## src/rtl/clock_mode_ctrl.sv

```systemverilog
// clock_mode_ctrl: mode controller for a set-able wall clock.
// Turns five debounced button levels into single-cycle adjust pulses,
// produces the one-second advance pulse in RUN mode, and drives the
// display blink strobe while a field is being set. All outputs are flops.

module clock_mode_ctrl #(
    parameter int TICK_DIV = 100000000
) (
    input  logic       clk,
    input  logic       reset,
    input  logic       btn_center,
    input  logic       btn_left,
    input  logic       btn_right,
    input  logic       btn_up,
    input  logic       btn_down,
    output logic       en_clk,
    output logic       en_mins,
    output logic       en_hours,
    output logic       updown,
    output logic [1:0] mode,
    output logic       blink
);

    // Prescaler holds 0..TICK_DIV-1; the blink counter holds 0..TICK_DIV/2-1.
    localparam int PRE_W  = (TICK_DIV > 2) ? $clog2(TICK_DIV) : 1;
    localparam int HALF   = TICK_DIV / 2;
    localparam int HALF_W = (HALF > 2) ? $clog2(HALF) : 1;

    localparam logic [PRE_W-1:0]  PRE_LAST  = PRE_W'(TICK_DIV - 1);
    localparam logic [HALF_W-1:0] HALF_LAST = HALF_W'(HALF - 1);

    // The state encoding doubles as the mode output code.
    localparam logic [1:0] ST_RUN      = 2'b00;
    localparam logic [1:0] ST_SET_MIN  = 2'b01;
    localparam logic [1:0] ST_SET_HOUR = 2'b10;

    // Bit positions inside the packed button vectors.
    localparam int B_CENTER = 4;
    localparam int B_LEFT   = 3;
    localparam int B_RIGHT  = 2;
    localparam int B_UP     = 1;
    localparam int B_DOWN   = 0;

    logic [4:0]        btn_q;
    logic [4:0]        btn_prev;
    logic [4:0]        btn_evt;
    logic [1:0]        state;
    logic [1:0]        state_next;
    logic [PRE_W-1:0]  prescaler;
    logic [HALF_W-1:0] blink_cnt;
    logic              tick;
    logic              run_advance;
    logic              adj_min;
    logic              adj_hour;
    logic              updown_next;
    logic              evt_c;
    logic              evt_l;
    logic              evt_r;
    logic              evt_u;
    logic              evt_d;

    // Sample the buttons and keep the previous sample; both load 1 in reset
    // so a button held through reset cannot look like a fresh press.
    always_ff @(posedge clk) begin
        if (reset) begin
            btn_q    <= '1;
            btn_prev <= '1;
        end else begin
            btn_q    <= {btn_center, btn_left, btn_right, btn_up, btn_down};
            btn_prev <= btn_q;
        end
    end

    assign btn_evt = btn_q & ~btn_prev;
    assign evt_c   = btn_evt[B_CENTER];
    assign evt_l   = btn_evt[B_LEFT];
    assign evt_r   = btn_evt[B_RIGHT];
    assign evt_u   = btn_evt[B_UP];
    assign evt_d   = btn_evt[B_DOWN];

    assign tick = (prescaler == PRE_LAST);

    // Resolve this cycle's button events by priority: center, then
    // left/right, then up/down; contradictory pairs cancel each other.
    always_comb begin
        state_next  = state;
        run_advance = 1'b0;
        adj_min     = 1'b0;
        adj_hour    = 1'b0;
        updown_next = updown;
        case (state)
            ST_RUN: begin
                if (evt_c) begin
                    state_next = ST_SET_MIN;
                end else begin
                    run_advance = 1'b1;
                end
            end
            ST_SET_MIN, ST_SET_HOUR: begin
                if (evt_c) begin
                    state_next = ST_RUN;
                end else if (evt_l || evt_r) begin
                    if (evt_l && !evt_r && state == ST_SET_MIN) begin
                        state_next = ST_SET_HOUR;
                    end else if (evt_r && !evt_l && state == ST_SET_HOUR) begin
                        state_next = ST_SET_MIN;
                    end
                end else if (evt_u != evt_d) begin
                    adj_min     = (state == ST_SET_MIN);
                    adj_hour    = (state == ST_SET_HOUR);
                    updown_next = evt_u;
                end
            end
            default: begin
                state_next = ST_RUN;
            end
        endcase
        if (state_next == ST_RUN) begin
            updown_next = 1'b1;
        end
    end

    // Mode register; the mode output is this register directly.
    always_ff @(posedge clk) begin
        if (reset) begin
            state <= ST_RUN;
        end else begin
            state <= state_next;
        end
    end

    assign mode = state;

    // Seconds prescaler: counts only while staying in RUN, otherwise parked
    // at 0 so the first second after leaving a SET mode is a full one.
    always_ff @(posedge clk) begin
        if (reset) begin
            prescaler <= '0;
        end else if (run_advance) begin
            prescaler <= tick ? '0 : prescaler + PRE_W'(1);
        end else begin
            prescaler <= '0;
        end
    end

    // Registered pulse and direction outputs.
    always_ff @(posedge clk) begin
        if (reset) begin
            en_clk   <= 1'b0;
            en_mins  <= 1'b0;
            en_hours <= 1'b0;
            updown   <= 1'b1;
        end else begin
            en_clk   <= run_advance && tick;
            en_mins  <= adj_min;
            en_hours <= adj_hour;
            updown   <= updown_next;
        end
    end

    // Blink strobe: starts high on entry from RUN, then toggles every
    // TICK_DIV/2 cycles; a field switch keeps the running phase.
    always_ff @(posedge clk) begin
        if (reset) begin
            blink     <= 1'b0;
            blink_cnt <= '0;
        end else if (state_next == ST_RUN) begin
            blink     <= 1'b0;
            blink_cnt <= '0;
        end else if (state == ST_RUN) begin
            blink     <= 1'b1;
            blink_cnt <= '0;
        end else if (blink_cnt == HALF_LAST) begin
            blink     <= ~blink;
            blink_cnt <= '0;
        end else begin
            blink_cnt <= blink_cnt + HALF_W'(1);
        end
    end

endmodule
```

## config.mk

```make
export PLATFORM = sky130hd
export DESIGN_NAME = clock_mode_ctrl
export DESIGN_NICKNAME = d
export VERILOG_FILES = /design/src/rtl/clock_mode_ctrl.sv
export SDC_FILE = /design/constraint.sdc
export NUM_CORES = 1
export LEC_CHECK = 0
export CORE_ASPECT_RATIO = 1.2
export CORE_MARGIN = 5
export CORE_UTILIZATION = 49
export DETAILED_ROUTE_END_ITERATION = 8
export GPL_ROUTABILITY_DRIVEN = 0
export PLACE_DENSITY = 0.67
export SETUP_SLACK_MARGIN = 0.3
export SLEW_MARGIN = 20
export SYNTH_ARGS = -nofsm -noshare
export SYNTH_HDL_FRONTEND = slang
export SYNTH_SLANG_ARGS = --single-unit
```

## constraint.sdc

```tcl
create_clock -name clk -period 3.95 [get_ports clk]
set_clock_uncertainty 0.15 [all_clocks]
set_input_delay 0.395 -clock clk [delete_from_list [all_inputs] [get_ports clk]]
set_output_delay 0.395 -clock clk [all_outputs]
set_load 0.05 [all_outputs]
```

* Word level (Yosys, flattened, before mapping) *
Index checks and enable logic that the tools add are counted.

cells by class
  add/sub/neg operators = 2
  muxes and demuxes = 10
  bitwise operators = 8
  reduce and logical (&&, ||, !) cells = 17
  equality and inequality tests = 5

operators with widths
  kind                   number
  $add 27x1->27 const B  1
  $eq 27x27->1 const B   1
  $add 26x1->26 const B  1
  $eq 26x26->1 const B   1
  $mux 2                 5
  $not 1->1              6
  $and 5x5->5            1
  $logic_and 1x1->1      5
  $not 5->5              1
  $reduce_or 5->1        1
  $logic_not 2->1        2
  $mux 1                 4
  $pmux 2 s2             1
  $reduce_and 4->1       1
  $reduce_or 2->1        2
  $reduce_or 4->1        1
  $reduce_or 3->1        1
  $eq 2x1->1 const B     1
  $eq 2x2->1 const B     1
  $logic_not 1->1        2
  $reduce_bool 2->1      1
  $logic_or 1x1->1       1
  $ne 1x1->1             1

word-level totals
  word-level logic and storage cells = 52
  flip-flop bits (word level) = 70
  bits of input ports = 7
  output and inout port bits = 7

* Depth between registers and ports, before layout *
Gate-level depths: netlist of the first run.

  word-level depth = 12
  mapped depth = 9
  mapped depth without buffers = 8

* Least setup slack after synthesis of the first run *
No wires, ideal clock.

  kind = register to register
  start = reg state[0], in the netlist mode[0]
  end = reg blink_cnt[19]
  cell stages (with the launch flop) = 10
  path slack = 1.461 ns
  arrival time = 2.222 ns
  library setup time = 0.117 ns
  path buffers = 1
  data required time = 3.683 ns
  period minus slack after synthesis = 2.489 ns
  path through = dfxtp_1 -> inv_1 -> ha_1 -> nor3b_1 -> a21bo_2 -> o21ai_0 -> a31o_2 -> o21ai_2 -> buf_2 -> nor2_1

between the ends
  word-level cells in the longest chain between the ends = 9
  elaborated cells between the ends (all ways) = 14
  classes of those cells = eq/ne (2); mux (6); reduce/logical (6)

RTL lines
  item                                  RTL line  text
  start, declared                       47        logic [1:0] state;
  start signal, assigned                128       state <= state_next;
  $eq 2x2->1                            91, 105
  $logic_and 1x1->1                     105       end else if (evt_r && !evt_l && state == ST_SET_HOUR) begin
  $mux 2                                105
  $mux 2                                103       if (evt_l && !evt_r && state == ST_SET_MIN) begin
  $mux 2                                102       end else if (evt_l || evt_r) begin
  $mux 2                                100       if (evt_c) begin
  $pmux 2 s2                            91        case (state)
  $logic_not 2->1                       167       end else if (state_next == ST_RUN) begin
  $reduce_or 4->1 (no source line) (*)  -
  end signal, assigned                  177       blink_cnt <= blink_cnt + HALF_W'(1);
  end, declared                         50        logic [HALF_W-1:0] blink_cnt;

Every way passes the cells marked *; elsewhere a longest branch is shown, timed or not.
A chain may end at the register's enable or synchronous reset.

* Worst setup path after layout of the first run *
  start = reg state[0], in the netlist mode[0]
  end = reg blink_cnt[24]

Same word-level chain as after synthesis.

==> results.md, run 1 <==
* Critical path class: flip-flop to flip-flop
* Nets at 367
* Initial core utilization at 50.2%
* Mapped Nets at 350
* Synthesis-to-layout area growth at 11.2%
* Depth of the most critical reg-to-reg path at 8
* Clock tree sinks at 70
* Die W at 81.6 um
* Worst Tran Pin Value at 0.738 ns
* Fraction of layout instances using a drive strength above 1 at 8.96%
* Peak VDD IR at 0.189 mV
* Total gr overflow at 0
* Synth top cells by count: dfxtp_1, nor2_1, xnor2_1, xor2_1, nand3_1
* Antenna cells at 0
* Setup violators final at 0
* Final WS setup at 1.33 ns
* Max_cap viols at 0
* Die height at 95.9 um
* Setup Buffers After CTS at 0
* First-pass GRT wire length at 9720 um
* DPL Wire Length at 3680 um
* Setup crit end kind: flip-flop
* Drt via density at 5.08
* Buffers on Ports at 13
* Hold Path Depth at 1
* Final min period at 2.62 ns
* DRC at 0
* Post-CTS sizing at 0
* Async S/R FF share, synth at 0%
* I/O Pins at 14
* Clk Latency, worst-skew pair at 0.34 ns
* Avg Cell Area, Syn at 8.95 um^2
* Post-synth EDFFs at 0
* LEAKAGE at 1.13 nW
* Root buffer cell: clkbuf_8
* Total global-route track usage at 16.3%
* Prevailing post-synth register cell: dfxtp_1
* Met1 Use GR at 17.1%
* Cell with the most instances after synthesis: dfxtp_1
* Worst slack, placed at 1.12 ns
* Highest Clock Rate at 382 MHz
* Post-synthesis sequential area ratio at 46.5%
* TritonCTS clock tree: yes
* Worst path required time at 4.00 ns
* Die area at 7830 um^2
* Vias in the first global route at 2283
* Synth cell types at 39
* Routed Antenna Nets at 0
* Post-synthesis cell area at 3020 um^2
* Min-delay worst type: flip-flop to flip-flop
* Met3 Use GR at 4.21%
* WL per Instance at 12.0 um
* Worst relative slew slack at 50.8%
* DR vias at 2230
* Core footprint at 6010 um^2
* Tcrit/Tclk final at 66.3%
* Max Transition Viols Final at 0
* M2 GR Usage at 28.5%
* CTS buffer count at 9
* Clock slew at reported path FFs at 0.07 ns
* RSZ-0062 raised after global routing: no
* PD cells at 373 nW/um^2
* CTS Buffer Depth at 2
* Cells after Synth at 337
* # fillers at 578
* Worst EP arrival at 2.67 ns
* H-tree depth at 3
* DRT Wirelength at 5260 um
* Hold_buf cts at 0
* Largest net degree at the start of global routing at 27
* Top cells by area, synth: dfxtp_1, nor2_1, xnor2_1, xor2_1, nand3_1
* Yosys reg bits at 70
* Status: finished clean
* Post-Route Setup TNS at 0 ns
* CP Launch Type: flip-flop
* Final Util at 55.8%
* Final hold vios at 0
* FP Rows at 31
* Largest area contributor in the netlist: dfxtp_1
* Yosys warns at 0
* Yosys top cell area share at 46.5%
* Initial antenna violation count at 0
* CP Max Fanout at 18
* DRT iter0 DRCs at 60
* GR peak layer: met2
* Pre-antenna DRT Iters at 4
* WHS at 0.293 ns
final timing paths:
kind                            start                       end  slack, ns
setup / recovery   mode[0]$_SDFF_PP0_  blink_cnt[24]$_SDFF_PP0_       1.33
hold / removal    btn_q[2]$_SDFF_PP1_    btn_prev[2]$_SDFF_PP1_       0.29
setup reg to reg   mode[0]$_SDFF_PP0_  blink_cnt[24]$_SDFF_PP0_       1.33
hold reg to reg   btn_q[2]$_SDFF_PP1_    btn_prev[2]$_SDFF_PP1_       0.29
layout by cell type, fill, tap and decap left out, types with 5 or more instances in the layout:
| master | n |
|---|---|
| and3_1 | 11 |
| clkbuf_8 | 10 |
| clkdlybuf4s50_1 | 13 |
| dfxtp_1 | 70 |
| ha_1 | 6 |
| inv_1 | 8 |
| nand2_1 | 17 |
| nand2b_1 | 5 |
| nand3_1 | 23 |
| nand4_1 | 15 |
| nor2_1 | 67 |
| nor3_1 | 12 |
| or2_2 | 11 |
| xnor2_1 | 25 |
| xor2_1 | 25 |
cell families after synthesis:
kind of cell | after synthesis | share of synthesized area, %
AOI/OAI and AO/OA | 11 | 2.37
xor gates and xnor gates | 50 | 14.5
adders and majority gates | 6 | 2.49
buffers and inverters | 15 | 2.66
DFF | 70 | 46.5
and+or+nand+nor | 185 | 31.5
final cells by class:
cell class              count  area (um^2)  area share [%]
multi-input cells         252         1530            45.7
flip-flops and latches     70         1400            41.8
clock buffers              12          145            4.33
repair buffers             13          130            3.88
well taps                  82          103            3.06
inverters                   8         30.0           0.896
clock inverters             2         10.0           0.299
layer usage:
metal  routed length, um  part of all wire, %
met4                 135                  2.6
met3                 203                  3.9
met5                   0                    0
met1                2350                   45
met2                2570                   49
report_power, final:
group / leakage [nW] / switching (mW) / total, mW / internal (mW)
clock: 0.0821 / 0.245 / 0.481 / 0.236
sequential: 0.567 / 0.00611 / 0.721 / 0.715
combinational: 0.479 / 0.0278 / 0.0479 / 0.0201
total: 1.13 / 0.279 / 1.25 / 0.971
per-stage QoR:
step | power, mW | cell area (um^2) | cells
floorplan | 0.774 | 3020 | 337
global placement | 0.784 | 3200 | 425
detailed placement | 0.785 | 3200 | 425
CTS | 1.27 | 3350 | 439
global route | 1.32 | 3350 | 439
finish | 1.25 | 3350 | 439
sequential cells by signal (all words and copies together), names as in the netlist:
| name | cells |
|---|---|
| mode | 2 |
| blink | 1 |
| btn_q | 5 |
| prescaler | 27 |
| en_clk | 1 |
| blink_cnt | 26 |
| updown | 1 |
| en_mins | 1 |
| btn_prev | 5 |
| en_hours | 1 |
worst max-delay path, cell delays in order, from the launching register on:
cell	delay [ns]
dfxtp_1	0.42
inv_1	0.11
ha_1	0.35
nor3b_1	0.21
a21bo_2	0.20
o21ai_0	0.07
a31o_2	0.25
o21ai_2	0.60
nor2_1	0.12
No activity file was read; power rests on OpenSTA's default activity.
==> run 2: changes to the inputs <==
==> constraint.sdc (replaced) <==
create_clock -name clk -period 2.6 [get_ports clk]
set_clock_uncertainty 0.15 [all_clocks]
set_input_delay 0.26 -clock clk [delete_from_list [all_inputs] [get_ports clk]]
set_output_delay 0.26 -clock clk [all_outputs]
set_load 0.05 [all_outputs]
==> results.md, run 2 (synthesis gave the netlist of run 1 again) <==
* Synthesis-to-layout area growth at 13.9%
* Final WS setup at 0.437 ns
* Worst setup path start: prescaler[0]$_SDFF_PP0_
* Clock tree sinks at 70
* Die W at 81.6 um
* Final hold vios at 0
* Max_cap viols at 0
* Nets at 371
* Critical R2R Launch: prescaler[0]$_SDFF_PP0_
* Worst reg2reg endpoint: prescaler[14]$_SDFF_PP0_
* Most frequent cells in the layout: dfxtp_1, nor2_1, xor2_1, xnor2_1, nand3_1
* CP Max Fanout at 21
* RSZ-0062 raised after global routing: no
* DR vias at 2247
* Die height at 95.9 um
* Total gr overflow at 0
* Root buffer cell: clkbuf_8
* Biggest regs: prescaler (27), blink_cnt (26)
* CTS Buffer Depth at 2
* Peak VDD IR at 0.318 mV
* Status: finished clean
* TritonCTS clock tree: yes
* Clk Latency, worst-skew pair at 0.33 ns
* Routed Antenna Nets at 0
* LEAKAGE at 1.16 nW
* DPL Wire Length at 3710 um
* Largest register FFs at 27
* Largest net degree at the start of global routing at 22
* WL per Instance at 11.7 um
* Fraction of layout instances using a drive strength above 1 at 11.4%
* PnR Total Power at 1.95 mW
* # fillers at 539
* Vias in the first global route at 2268
* Hold_buf cts at 0
* CP dominant cell by count: nand2_1
* DRT Wirelength at 5190 um
* Crit-path cells: ha_1 > nand2_1 > nor2_4 > nand2_1 > or4_4 > nand2b_2 > buf_12 > nor2_1
* Crit path largest cell delay at 0.51 ns
* DRC at 0
* CP Launch Type: flip-flop
* Die area at 7830 um^2
* Pre-antenna DRT Iters at 4
* CP max stage cell: or4_4
* Post-Route Setup TNS at 0 ns
* Setup crit end kind: flip-flop
* Worst slack, placed at 0.343 ns
* CTS buffer count at 9
* I/O Pins at 14
* FP Rows at 31
* H-tree depth at 3
* Worst relative slew slack at 65.2%
* Tcrit/Tclk final at 83.2%
* Worst reg2reg setup slack at 0.44 ns
* Commonest non-fill, non-tap cell in the layout: dfxtp_1
* Max Transition Viols Final at 0
* Highest Clock Rate at 462 MHz
* Worst path required time at 2.68 ns
* Worst Tran Pin Value at 0.520 ns
* Total global-route track usage at 15.6%
* Final min period at 2.16 ns
* First-pass GRT wire length at 9520 um
* Drt via density at 5.07
* Min-delay worst type: flip-flop to flip-flop
* Depth of the most critical reg-to-reg path at 8
* Core footprint at 6010 um^2
* DRT iter0 DRCs at 81
* Setup violators final at 0
* Antenna cells at 0
* Clock slew at reported path FFs at 0.07 ns
* Worst EP arrival at 2.24 ns
* PD cells at 567 nW/um^2
* Critical path class: flip-flop to flip-flop
* Reg with most FFs: prescaler
* Buffers on Ports at 13
* Initial antenna violation count at 0
* End point of the critical path: prescaler[14]$_SDFF_PP0_
* Initial core utilization at 50.2%
==> run 2: repair_timing <==
action | CTS | global route
setup endpoints to repair | 0 | 28
gates resized for setup | 0 | 3
buffers inserted | 0 | 0
endpoints found under the hold margin | 0 | 0
==> run 2: per-stage QoR <==
step	area (um^2)	std cells	util (%)	hold slack (ns)
floorplan	3020	337	-	0.214
global placement	3240	429	53.9	0.265
detailed placement	3240	429	53.9	0.273
CTS	3420	443	56.8	0.290
global route	3440	443	57.1	0.311
finish	3440	443	57.1	0.286
==> run 2: per-layer routing <==
metal	GRT usage (%)	part of all wire (%)
met5	0	0
met2	25.6	48
met4	10.4	2.6
met3	3.84	3.3
met1	17.8	46
==> run 2: worst min path at each step <==
stage / slack, ns / endpoint / start / cells past startpoint
floorplan: 0.21 / btn_q[0]$_SDFF_PP1_ / btn_down / 1
global placement: 0.26 / btn_prev[2]$_SDFF_PP1_ / btn_q[2]$_SDFF_PP1_ / 1
detailed placement: 0.27 / btn_prev[2]$_SDFF_PP1_ / btn_q[2]$_SDFF_PP1_ / 1
CTS: 0.29 / btn_prev[2]$_SDFF_PP1_ / btn_q[2]$_SDFF_PP1_ / 1
global route: 0.31 / btn_prev[2]$_SDFF_PP1_ / btn_q[2]$_SDFF_PP1_ / 1
finish: 0.29 / btn_prev[2]$_SDFF_PP1_ / btn_q[2]$_SDFF_PP1_ / 1
==> run 2: where the power goes <==
| group | switching, mW | leakage (nW) | total [mW] | internal [mW] |
|---|---|---|---|---|
| clock network | 0.357 | 0.0914 | 0.770 | 0.413 |
| registers | 0.00866 | 0.568 | 1.09 | 1.09 |
| logic | 0.0446 | 0.506 | 0.0835 | 0.0389 |
==> run 2: final cells by class <==
| type | count | area, um^2 | share of cell area (%) |
|---|---|---|---|
| multi-input cells | 252 | 1550 | 45.2 |
| clock inverters | 1 | 5.00 | 0.146 |
| clock buffers | 13 | 169 | 4.92 |
| inverters | 8 | 30.0 | 0.874 |
| flip-flops and latches | 70 | 1400 | 40.9 |
| repair buffers | 17 | 173 | 5.03 |
| well taps | 82 | 103 | 2.99 |
==> run 2: critical path: cells and delay by family, from the launching register on <==
kind | cells | cell delay [ns]
adders and majority gates | 1 | 0.22
buffers and inverters | 1 | 0.18
DFF | 1 | 0.38
and+or+nand+nor | 6 | 1.12
==> run 3: changes to the inputs <==
==> constraint.sdc (replaced) <==
create_clock -name clk -period 2.1 [get_ports clk]
set_clock_uncertainty 0.15 [all_clocks]
set_input_delay 0.21 -clock clk [delete_from_list [all_inputs] [get_ports clk]]
set_output_delay 0.21 -clock clk [all_outputs]
set_load 0.05 [all_outputs]
==> results.md, run 3 (synthesis gave the netlist of run 1 again) <==
* Status: finished clean
* Crit path largest cell delay at 0.39 ns
* DR vias at 2395
* DRT Wirelength at 6030 um
* Reg with most FFs: prescaler
* Internal at 2.04 mW
* Clk Latency, worst-skew pair at 0.34 ns
* Sw frac at 22.5%
* Placed cells at 440
* Worst EP arrival at 2.05 ns
* Nets at 400
* Initial antenna violation count at 0
* CTS Buffer Depth at 2
* Setup violators final at 0
* Tcrit/Tclk final at 93.6%
* Most frequent cells in the layout: dfxtp_1, nor2_1, buf_4
* Seq pwr share at 51.4%
* DPL Wire Length at 3760 um
* # fillers at 484
* Worst reg2reg setup slack at 0.13 ns
* Worst slack, placed at 0.0731 ns
* Comb power frac at 5.6%
* PD cells at 670 nW/um^2
* DRT iter0 DRCs at 75
* RSZ-0062 raised after global routing: yes
* Highest Clock Rate at 509 MHz
* Worst relative slew slack at 67.2%
* Post-Route Setup TNS at 0 ns
* Drt via density at 5.05
* Total global-route track usage at 17.0%
* Worst Tran Pin Value at 0.494 ns
* Biggest regs: prescaler (27), blink_cnt (26)
* Synthesis-to-layout area growth at 30.3%
* PnR Total Power at 2.63 mW
* Vias in the first global route at 2374
* Pre-antenna DRT Iters at 4
* Commonest non-fill, non-tap cell in the layout: dfxtp_1
* CP Max Fanout at 18
* Fraction of layout instances using a drive strength above 1 at 31.6%
* End point of the critical path: blink_cnt[15]$_SDFF_PP0_
* Core footprint at 6010 um^2
* Clock tree sinks at 70
* H-tree depth at 3
* Worst setup path start: mode[0]$_SDFF_PP0_
* Root buffer cell: clkbuf_8
* Routed Antenna Nets at 0
* Critical R2R Launch: mode[0]$_SDFF_PP0_
* Die W at 81.6 um
* LEAKAGE at 1.39 nW
* Antenna cells at 0
* Worst path required time at 2.19 ns
* CP Launch Type: flip-flop
* I/O Pins at 14
* Hold_buf cts at 0
* Final Non-Filler Cells at 474
* WL per Instance at 12.7 um
* Crit path depth at 10
* Total gr overflow at 0
* TritonCTS clock tree: yes
* Peak VDD IR at 0.428 mV
* Cell family with most CP delay: compound AO/OA/AOI/OAI gates
* Die height at 95.9 um
* Critical path class: flip-flop to flip-flop
* CTS buffer count at 9
* Largest net degree at the start of global routing at 19
* Clock power frac at 43.1%
* Final hold vios at 0
* Final WS setup at 0.134 ns
* Min-delay worst type: input pin to flip-flop
* Largest register FFs at 27
* Die area at 7830 um^2
* Initial core utilization at 50.2%
* Worst reg2reg endpoint: blink_cnt[15]$_SDFF_PP0_
* Final Util at 65.4%
* DRC at 0
* Crit-path cells: inv_4 > ha_4 > nor3b_2 > a21bo_2 > o21ai_1 > a31o_2 > buf_4 > o21ai_4 > buf_12 > nor2_1
* FP Rows at 31
* NetSw at 592 uW
* Depth of the most critical reg-to-reg path at 10
* Max_cap viols at 0
* Setup crit end kind: flip-flop
* Max Transition Viols Final at 0
* Clock slew at reported path FFs at 0.07 ns
* CP max stage cell: dfxtp_4
* Buffers on Ports at 13
* Final min period at 1.97 ns
* Buf/Inv on CP at 3
* First-pass GRT wire length at 10300 um
## run 3: cell types whose count changed in the layout (fill, tap and decap cells not counted), moves of 4 or more
cell / change
clkdlybuf4s50_1: -7
nor2_4: +5
dfxtp_2: +9
dfxtp_1: -13
nor3_1: -5
dfxtp_4: +4
nor2_2: +13
nor2_1: -18
nand2b_4: +4
buf_4: +26
dlygate4sd2_1: +7
nor3_2: +5
## run 3: routing by layer
| metal | GRT usage, % | share of wire [%] |
|---|---|---|
| met1 | 20.0 | 46 |
| met3 | 3.28 | 2.3 |
| met4 | 10.1 | 2.9 |
| met5 | 0 | 0 |
| met2 | 28.5 | 48 |
## run 3: worst register-to-register path: stages (launching register included)
cell	delay (ns)
dfxtp_4	0.39
inv_4	0.05
ha_4	0.15
nor3b_2	0.15
a21bo_2	0.18
o21ai_1	0.06
a31o_2	0.24
buf_4	0.15
o21ai_4	0.13
buf_12	0.16
nor2_1	0.06
## run 3: timing repair
item / CTS / global route
buffers inserted: 11 / 4
setup endpoints to repair: 61 / 54
cloned: 3 / 0
pin swaps: 11 / 13
resized for setup: 29 / 32
## run 3: power groups by stage
| stage | combinational, mW | clock [mW] | sequential [mW] |
|---|---|---|---|
| 6_report | 0.146 | 1.13 | 1.35 |
| 5_1_grt | 0.159 | 1.23 | 1.35 |
| 4_1_cts | 0.130 | 1.15 | 1.35 |
| 3_5_place_dp | 0.106 | 0 | 1.39 |
| 3_3_place_gp | 0.104 | 0 | 1.39 |
| 2_1_floorplan | 0.0735 | 0 | 1.39 |
## run 3: how the worst min path moves through the flow
stage | start | endpoint | slack, ns | cells past startpoint
after floorplan | btn_down | btn_q[0]$_SDFF_PP1_ | 0.16 | 1
after global placement | btn_q[2]$_SDFF_PP1_ | btn_prev[2]$_SDFF_PP1_ | 0.27 | 1
after detailed placement | btn_q[0]$_SDFF_PP1_ | btn_prev[0]$_SDFF_PP1_ | 0.28 | 1
after CTS | btn_right | btn_q[2]$_SDFF_PP1_ | 0.26 | 2
after global routing | btn_down | btn_q[0]$_SDFF_PP1_ | 0.27 | 2
final | btn_right | btn_q[2]$_SDFF_PP1_ | 0.28 | 2
## run 3: metrics by stage
| step | hold WS [ns] | cell area (um^2) |
|---|---|---|
| floorplan | 0.164 | 3100 |
| global placement | 0.265 | 3400 |
| detailed placement | 0.280 | 3400 |
| CTS | 0.264 | 3790 |
| global route | 0.265 | 3930 |
| finish | 0.276 | 3930 |
## run 3: layout make-up
| class | instances | area [um^2] | share of cell area [%] |
|---|---|---|---|
| sequential | 70 | 1430 | 36.4 |
| clock inverter | 1 | 7.51 | 0.191 |
| multi-input combinational | 255 | 1790 | 45.5 |
| inverter | 8 | 35.0 | 0.891 |
| timing repair buffer | 43 | 359 | 9.14 |
| clock buffer | 15 | 208 | 5.28 |
| tap | 82 | 103 | 2.61 |
